**src/rtl/mem_arb_pkg.sv**
```systemverilog
// mem_arb_pkg
//   Shared types and default sizing for the fetch/data memory arbiter.
//   - arb_state_e : arbiter FSM states
//   - grant_e     : which requester received the most recent grant
//   - *_DEF       : default TIMEOUT / ADDR_W / DATA_W parameter values
package mem_arb_pkg;

    localparam int TIMEOUT_DEF = 16;
    localparam int ADDR_W_DEF  = 32;
    localparam int DATA_W_DEF  = 32;

    typedef enum logic [2:0] {
        IDLE   = 3'd0,
        BUSY_I = 3'd1,
        BUSY_D = 3'd2,
        DONE_I = 3'd3,
        DONE_D = 3'd4
    } arb_state_e;

    typedef enum logic {
        GRANT_I = 1'b0,
        GRANT_D = 1'b1
    } grant_e;

endpackage

```
**src/rtl/arb_wait_counter.sv**
```systemverilog
// arb_wait_counter
//   Wait-cycle counter with synchronous clear, count enable and a
//   terminal-count strobe.
//   Ports:
//     clk_i, rst_i : clock, synchronous active-high reset
//     clr_i        : return count to zero (has priority over en_i)
//     en_i         : count one more waiting cycle
//     tc_o         : high in the enabled cycle that brings the count to MAX
module arb_wait_counter #(
    parameter int MAX = 16,
    localparam int W  = $clog2(MAX + 1)
) (
    input  logic clk_i,
    input  logic rst_i,
    input  logic clr_i,
    input  logic en_i,
    output logic tc_o
);

    logic [W-1:0] count;

    always_ff @(posedge clk_i) begin
        if (rst_i || clr_i)
            count <= '0;
        else if (en_i && count != W'(MAX))
            count <= count + W'(1);
    end

    // Strobe on the cycle that would make the count reach MAX, so the
    // caller can act on that same edge.
    assign tc_o = en_i && (count == W'(MAX - 1));

endmodule

```
**src/rtl/mem_arbiter.sv**
```systemverilog
// mem_arbiter
//   Arbitrates an instruction-fetch port and a data port onto one
//   unified memory port, with a wait timeout that still acks the requester.
//   Ports:
//     clk_i, rst_i             : clock, synchronous active-high reset
//     if_req_i/if_addr_i       : fetch request (level) and address
//     if_rdata_o/if_ack_o      : fetched word and one-cycle completion
//     d_req_i/d_we_i/d_addr_i/d_wdata_i : data request, direction, addr, wdata
//     d_rdata_o/d_ack_o        : read data and one-cycle completion
//     stall_o                  : pipeline freeze while any request is open
//     mem_req_o/mem_we_o/mem_addr_o/mem_wdata_o : memory request bus
//     mem_rdata_i/mem_ready_i  : memory read data and one-cycle completion
//     err_o                    : sticky timeout flag
module mem_arbiter
    import mem_arb_pkg::*;
#(
    parameter int TIMEOUT = TIMEOUT_DEF,
    parameter int ADDR_W  = ADDR_W_DEF,
    parameter int DATA_W  = DATA_W_DEF
) (
    input  logic              clk_i,
    input  logic              rst_i,
    input  logic              if_req_i,
    input  logic [ADDR_W-1:0] if_addr_i,
    output logic [DATA_W-1:0] if_rdata_o,
    output logic              if_ack_o,
    input  logic              d_req_i,
    input  logic              d_we_i,
    input  logic [ADDR_W-1:0] d_addr_i,
    input  logic [DATA_W-1:0] d_wdata_i,
    output logic [DATA_W-1:0] d_rdata_o,
    output logic              d_ack_o,
    output logic              stall_o,
    output logic              mem_req_o,
    output logic              mem_we_o,
    output logic [ADDR_W-1:0] mem_addr_o,
    output logic [DATA_W-1:0] mem_wdata_o,
    input  logic [DATA_W-1:0] mem_rdata_i,
    input  logic              mem_ready_i,
    output logic              err_o
);

    arb_state_e state, state_nxt;
    grant_e     last_grant;
    logic       grant_d, grant_i, busy, wait_tc;

    // Data wins by default; fetch wins only when data had the last grant
    // and a fetch is waiting, so neither side can starve the other.
    assign grant_d = (state == IDLE) && d_req_i &&
                     !(last_grant == GRANT_D && if_req_i);
    assign grant_i = (state == IDLE) && if_req_i && !grant_d;
    assign busy    = (state == BUSY_I) || (state == BUSY_D);

    arb_wait_counter #(.MAX(TIMEOUT)) u_wait (
        .clk_i (clk_i),
        .rst_i (rst_i),
        .clr_i (grant_d || grant_i),
        .en_i  (busy && !mem_ready_i),
        .tc_o  (wait_tc)
    );

    // State register
    always_ff @(posedge clk_i) begin
        if (rst_i) state <= IDLE;
        else       state <= state_nxt;
    end

    // Next state
    always_comb begin
        state_nxt = state;
        case (state)
            IDLE: begin
                if (grant_d)      state_nxt = BUSY_D;
                else if (grant_i) state_nxt = BUSY_I;
            end
            BUSY_I: if (mem_ready_i || wait_tc) state_nxt = DONE_I;
            BUSY_D: if (mem_ready_i || wait_tc) state_nxt = DONE_D;
            DONE_I: state_nxt = IDLE;
            DONE_D: state_nxt = IDLE;
            default: state_nxt = IDLE;
        endcase
    end

    // State-decoded outputs
    always_comb begin
        mem_req_o = busy;
        if_ack_o  = (state == DONE_I);
        d_ack_o   = (state == DONE_D);
    end

    assign stall_o = (if_req_i && !if_ack_o) || (d_req_i && !d_ack_o);

    // Request bus capture, read data latching, grant history and error flag.
    // A timeout latches zero so the requester sees a defined word with its ack.
    always_ff @(posedge clk_i) begin
        if (rst_i) begin
            mem_we_o    <= 1'b0;
            mem_addr_o  <= '0;
            mem_wdata_o <= '0;
            if_rdata_o  <= '0;
            d_rdata_o   <= '0;
            last_grant  <= GRANT_I;
            err_o       <= 1'b0;
        end else begin
            if (grant_d) begin
                mem_we_o    <= d_we_i;
                mem_addr_o  <= d_addr_i;
                mem_wdata_o <= d_wdata_i;
                last_grant  <= GRANT_D;
            end else if (grant_i) begin
                mem_we_o    <= 1'b0;
                mem_addr_o  <= if_addr_i;
                mem_wdata_o <= '0;
                last_grant  <= GRANT_I;
            end

            if (busy && (mem_ready_i || wait_tc)) begin
                mem_we_o <= 1'b0;
                if (!mem_ready_i) err_o <= 1'b1;
                if (state == BUSY_I)
                    if_rdata_o <= mem_ready_i ? mem_rdata_i : '0;
                else
                    d_rdata_o  <= mem_ready_i ? mem_rdata_i : '0;
            end
        end
    end

endmodule

```
**config.mk**
```make
export PLATFORM = sky130hd
export DESIGN_NAME = mem_arbiter
export DESIGN_NICKNAME = d
export VERILOG_FILES = /design/src/rtl/mem_arb_pkg.sv /design/src/rtl/arb_wait_counter.sv /design/src/rtl/mem_arbiter.sv
export SDC_FILE = /design/constraint.sdc
export NUM_CORES = 1
export LEC_CHECK = 0
export CAP_MARGIN = 20
export CORE_MARGIN = 5
export CORE_UTILIZATION = 41
export DETAILED_ROUTE_END_ITERATION = 7
export GPL_TIMING_DRIVEN = 0
export HOLD_SLACK_MARGIN = 0.02
export PLACE_DENSITY = 0.77
export SLEW_MARGIN = 20
export SYNTH_ARGS = -nofsm -noshare
export SYNTH_HDL_FRONTEND = slang
export SYNTH_HIERARCHICAL = 1
export SYNTH_SLANG_ARGS = --single-unit
```
**constraint.sdc**
```tcl
create_clock -name clk_i -period 2.1 [get_ports clk_i]
set_input_delay 0.42 -clock clk_i [delete_from_list [all_inputs] [get_ports clk_i]]
set_output_delay 0.42 -clock clk_i [all_outputs]
set_load 0.1 [all_outputs]
```
==> impl_metrics.ini, run 1 <==
[clock_network]
cts_max_level = 4
cts_tree = built
postCtsHoldBufs = 0
clkTransAtPathRegs_ns = 0.06
cts_buffer_depth = 2
cts_made_buffers = 17
cts-root-buf = clkbuf_16
insertion_delay_ns = 0.42
clock-sinks = 139

[floorplan]
fp.coreArea_mm2 = 0.0133
io_pins = 268
die_h_um = 127
num_rows = 42
dieArea_mm2 = 0.0162
initial_core_util_pct = 42.2
die_w_um = 127

[route]
via_count = 5856
wirelength_um = 19300
wl_per_cell_um = 17.1
drc = 0
ant_nets = 0
dr.pass1.iters = 5
vias_per_cell = 5.18
drtIter0Drc = 412

[synthesis]
ys_seq_area_share_pct = 49.5
ys_warn_count = 6
synth_compound_area_share_pct = 25.7
ys_async_sr_fraction_pct = 0
yosys.area_share.simple_pct = 11.2
synth_edf_count = 0
netlist_area_mm2 = 0.00563
synth-adder-area-share_pct = 0.667
synth_nets = 793
ys_ff_latch = 139
synth_area_leaders = dfxtp_1 49%, a21oi_1 11%, o21ai_0 8.3%, mux2i_1 6.2%, nand2_1 4.7%
yosysTopAreaCellShare_pct = 49.5
syn_avg_cell_area_um2 = 8.58
syn_inst = 656
synth_area_leader_cell = dfxtp_1
synth-main-ff-cell = dfxtp_1
synth_xor_area_share_pct = 0.467
yosysUniqueCellTypes = 40
synthMuxAreaShare_pct = 6.23
synth_top_family_by_area = compound AO/OA/AOI/OAI gates

[setup_path]
max_stage_delay_ns = 0.89
crit_path_end_kind = primary output
critPathLaunchType = flop
crit_buf_inv = 1
slowest_stage = dlygate4sd2_1
arrival_ns = 1.64
crit_type = reg -> out
worstPathRequired_ns = 1.68
crit_chain = dlygate4sd2_1
crit_fanout = 2
cp_top_family = buffers and inverters

[place]
post-dp-hpwl_um = 14500
io_buffers = 267
dp_worst_setup_slack_ns = -0.771
gp_congestion = 0.820

[sta]
fin_skew_ns = 0.00583
final.min_clock_period_ns = 2.06
setup_ws_ns = 0.0383
fin_setup_tns_ns = 0
maxSlewHeadroom_pct = 32.0
drv_slew = 0
timing.hold.ws_ns = 0.462
clock.fmax_ghz = 0.485
finalSetupViolCount = 0
worstMarginPinSlew_ns = 1.02
post-route-period-util_pct = 98.2
finalHoldViolCount = 0

[global_route]
grt_max_degree = 17
grt_pass1_wl_um = 29400
grt_pass1_vias = 5568
antenna_found_initial = 0
grt_util_all_layers_pct = 22.9
overflow = 0

[layout]
drive_above_1_share_pct = 9.54
final_cell_mix = 138 x dfxtp_1, 133 x clkdlybuf4s50_1, 129 x a21oi_1
nets = 1081
diodes = 0
syn2layout_area_growth_pct = 60.2
layout_commonest_cell = dfxtp_1

[outcome]
outcome = complete, no violations

[flow_run]
cap_viol_max_count = 0

[min_path]
hold_class = reg -> reg

[power]
max-vdd-ir-drop_v = 0.000633
p_leak_nw = 3.81
powerDensity_mw_per_mm2 = 1040
## registers in the layout (all words and copies together), names as in the netlist
signal        count
mem_wdata_o      32
if_rdata_o       32
mem_addr_o       32
u_wait/count      5
mem_we_o          1
last_grant        1
d_rdata_o        32
state             3
err_o             1
## layout make-up
| type | instances | area [um^2] |
|---|---|---|
| Tap cell | 176 | 220 |
| Buffer | 67 | 349 |
| Clock buffer | 21 | 460 |
| Clock inverter | 8 | 72.6 |
| Timing Repair Buffer | 269 | 2540 |
| Multi-Input combinational cell | 441 | 2550 |
| Fill cell | 1199 | 4340 |
| Inverter | 9 | 33.8 |
| Sequential cell | 139 | 2780 |
## cells in the mapped netlist (2+ instances only)
library cell	instances
buf_2	23
nor3b_1	2
inv_1	9
ha_1	3
clkbuf_2	2
nor2_1	4
o21ai_0	93
nor4bb_1	2
clkbuf_1	37
nor3_1	3
a21oi_1	129
nand3_1	33
mux2i_1	35
buf_6	4
a211oi_1	32
xor2_1	3
nand2_1	71
o21ai_1	8
nor2_2	2
dfxtp_1	139
nand2b_1	3
## final timing paths
kind	startpoint	endpoint	slack, ns	depth (start not counted)
worst max-delay path	mem_addr_o[31]	mem_addr_o[31]	0.04	1
worst min-delay path	err_o	err_o	0.46	2
worst max register to register	state[1]	if_rdata_o[24]	0.11	10
worst min register to register	err_o	err_o	0.46	2
## cell families after synthesis
kind of cell,count (synthesis)
xor+xnor,3
compound gates,269
fa+ha+maj,3
buf+inv,76
flops,139
mux,35
simple gates,131
## layer usage
metal,share of wire [%],vias up,GRT usage (%)
li1,-,2905,-
met1,41,2705,28.2
met2,49,216,38.5
met3,7.6,30,6.93
met4,2.1,0,7.38
met5,0,-,0
## metrics by stage
stage          util, %  instances  power (mW)  cell area (um^2)
5_1_grt           67.5       1130        9.71              9010
2_1_floorplan        -        656        5.74              5670
3_3_place_gp      64.2       1099        6.78              8560
4_1_cts           66.9       1128        9.36              8930
6_report          67.5       1130        9.36              9010
3_5_place_dp      64.2       1099        6.79              8560
## report_power, final
part	internal, mW	switching [mW]	total [mW]
Sequential	2.90	0.121	3.02
Clock	1.66	1.09	2.74
Combinational	0.877	2.73	3.60
## repair_timing
action | in CTS | in global routing
setup endpoints to repair | 212 | 85
pin swaps | 0 | 1
gates resized for setup | 159 | 52
setup buffers | 0 | 2
No activity file was read; power rests on OpenSTA's default activity.
==> inputs of run 2 (changes only) <==
Settings changed: CAP_MARGIN 20 to default.
==> results of run 2 <==
The final DEF is identical to that of run 1; final timing and power are the same.
==> inputs of run 3 (changes only) <==
--- a/config.mk
+++ b/config.mk
@@ -7,2 +7,3 @@
 export LEC_CHECK = 0
+export CAP_MARGIN = 10
 export CORE_MARGIN = 5
--- a/constraint.sdc
+++ b/constraint.sdc
@@ -3,2 +3,2 @@
 set_output_delay 0.42 -clock clk_i [all_outputs]
-set_load 0.1 [all_outputs]
+set_load 0.02 [all_outputs]
==> run 3 against run 2 <==
Worst hold slack better by 0.012 ns. Via count up 2.7%. Sequential share of layout area down 0.74 points. Wire length up 1.8%. Largest cell class unchanged. Highest routed layer unchanged.
==> impl_metrics.ini, run 3 (same netlist as run 1, synthesis figures left out) <==
[clock_network]
clkTransAtPathRegs_ns = 0.06
insertion_delay_ns = 0.42
postCtsHoldBufs = 0
cts_tree = built
cts_max_level = 4
cts-root-buf = clkbuf_16
clock-sinks = 139
cts_buffer_depth = 2
cts_made_buffers = 17

[sta]
final.min_clock_period_ns = 2.00
clock.fmax_ghz = 0.501
fin_skew_ns = 0.00857
worstMarginPinSlew_ns = 0.575
drv_slew = 0
finalHoldViolCount = 0
finalSetupViolCount = 0
post-route-period-util_pct = 95.1
maxSlewHeadroom_pct = 61.7

[global_route]
grt_pass1_wl_um = 30000
grt_max_degree = 17
grt_util_all_layers_pct = 23.2
grt_pass1_vias = 5658
antenna_found_initial = 0
overflow = 0

[route]
vias_per_cell = 5.31
drc = 0
ant_nets = 0
drtIter0Drc = 394
wirelength_um = 19700
wl_per_cell_um = 17.4
dr.pass1.iters = 6
via_count = 6012

[layout]
fin_cells = 1132
final_area_mm2 = 0.00923
diodes = 0
drive_above_1_share_pct = 9.21
final_util_pct = 69.2
layout_commonest_cell = clkdlybuf4s50_1
syn2layout_area_growth_pct = 64.0
final_cell_mix = 263 x clkdlybuf4s50_1, 139 x dfxtp_1, 129 x a21oi_1
nets = 1080
fillers = 1103

[setup_path]
crit_end = if_ack_o
timing.rr.start = state[1]
crit_fanout = 10
ff2ff_path_depth = 10
worstPathRequired_ns = 1.68
critPathLaunchType = flop
startpoint = state[0]
r2r_setup_slack_ns = 0.12
arrival_ns = 1.58
r2r-end = if_rdata_o[29]
crit_path_end_kind = primary output
crit_type = reg -> out

[flow_run]
cap_viol_max_count = 0

[power]
p_leak_nw = 3.36
max-vdd-ir-drop_v = 0.000560
powerDensity_mw_per_mm2 = 930

[floorplan]
die_h_um = 127
fp.coreArea_mm2 = 0.0133
initial_core_util_pct = 42.2
dieArea_mm2 = 0.0162
die_w_um = 127
io_pins = 268
num_rows = 42

[place]
io_buffers = 267
placed_cells = 1099
gp_congestion = 0.805
place_area_mm2 = 0.00852
post-dp-hpwl_um = 14700

[outcome]
outcome = complete, no violations

[min_path]
hold_class = reg -> reg
==> run 3: cell count changes in the layout (fill, tap and decap cells not counted), sizes merged <==
cell           delta
inv               +1
clkinv            -1
buf               -4
clkinvlp          -1
clkdlybuf4s15    -11
dlygate4sd2     -116
bufinv            +4
clkdlybuf4s50   +130
==> run 3: worst min path at each step <==
stage,start,endpoint,cells past startpoint,slack (ns)
3_3_place_gp,err_o,err_o,2,0.45
4_1_cts,mem_wdata_o[26],mem_wdata_o[26],2,0.47
2_1_floorplan,u_wait/count[1],u_wait/count[1],2,0.47
3_5_place_dp,err_o,err_o,2,0.46
6_report,mem_wdata_o[26],mem_wdata_o[26],2,0.47
5_1_grt,if_rdata_o[7],if_rdata_o[7],2,0.49
==> run 3: critical path, stage by stage, from the launching register on <==
cell	delay, ns
dfxtp_1	0.31
buf_4	0.17
inv_1	0.08
nor3b_2	0.21
dlygate4sd2_1	0.39
==> run 3: timing repair <==
item,4_1_cts,5_1_grt
resized for setup,16,30
endpoints found under the setup margin,98,66
buffers inserted,0,1
pin swaps,0,1
==> run 3: stage by stage <==
step | TNS, ns | setup WS, ns | total power [mW] | hold slack, ns
finish | 0 | 0.104 | 8.59 | 0.474
detailed placement | -43.96 | -0.537 | 5.28 | 0.457
global placement | -39.98 | -0.488 | 5.26 | 0.447
floorplan | 0 | 0.180 | 4.23 | 0.468
CTS | -0.00822 | -0.00822 | 8.61 | 0.472
global route | -0.158 | -0.0256 | 8.93 | 0.492
==> run 3: cell type report <==
type | count | area [um^2] | area share, %
clock buffer | 21 | 470 | 5.10
multi-input combinational | 441 | 2520 | 27.3
timing repair buffer | 268 | 2670 | 28.9
inverter | 9 | 33.8 | 0.366
buffer | 67 | 343 | 3.71
clock inverter | 11 | 189 | 2.05
tap | 176 | 220 | 2.39
sequential | 139 | 2780 | 30.1
==> run 3: report_power, final <==
part           internal, mW  switching, mW  total [mW]
clock network          2.20           1.13        3.33
logic                  1.01           1.22        2.23
registers              2.90          0.130        3.03
total                  6.11           2.48        8.59
==> run 3: routing by layer <==
metal  track usage, %  vias to the layer above  wire, um
met5                0                        -         0
met3             6.47                       47      1510
met2             38.6                      251      9730
met4             9.21                        0       597
met1             28.5                     2812      7810
li1                 -                     2902         -
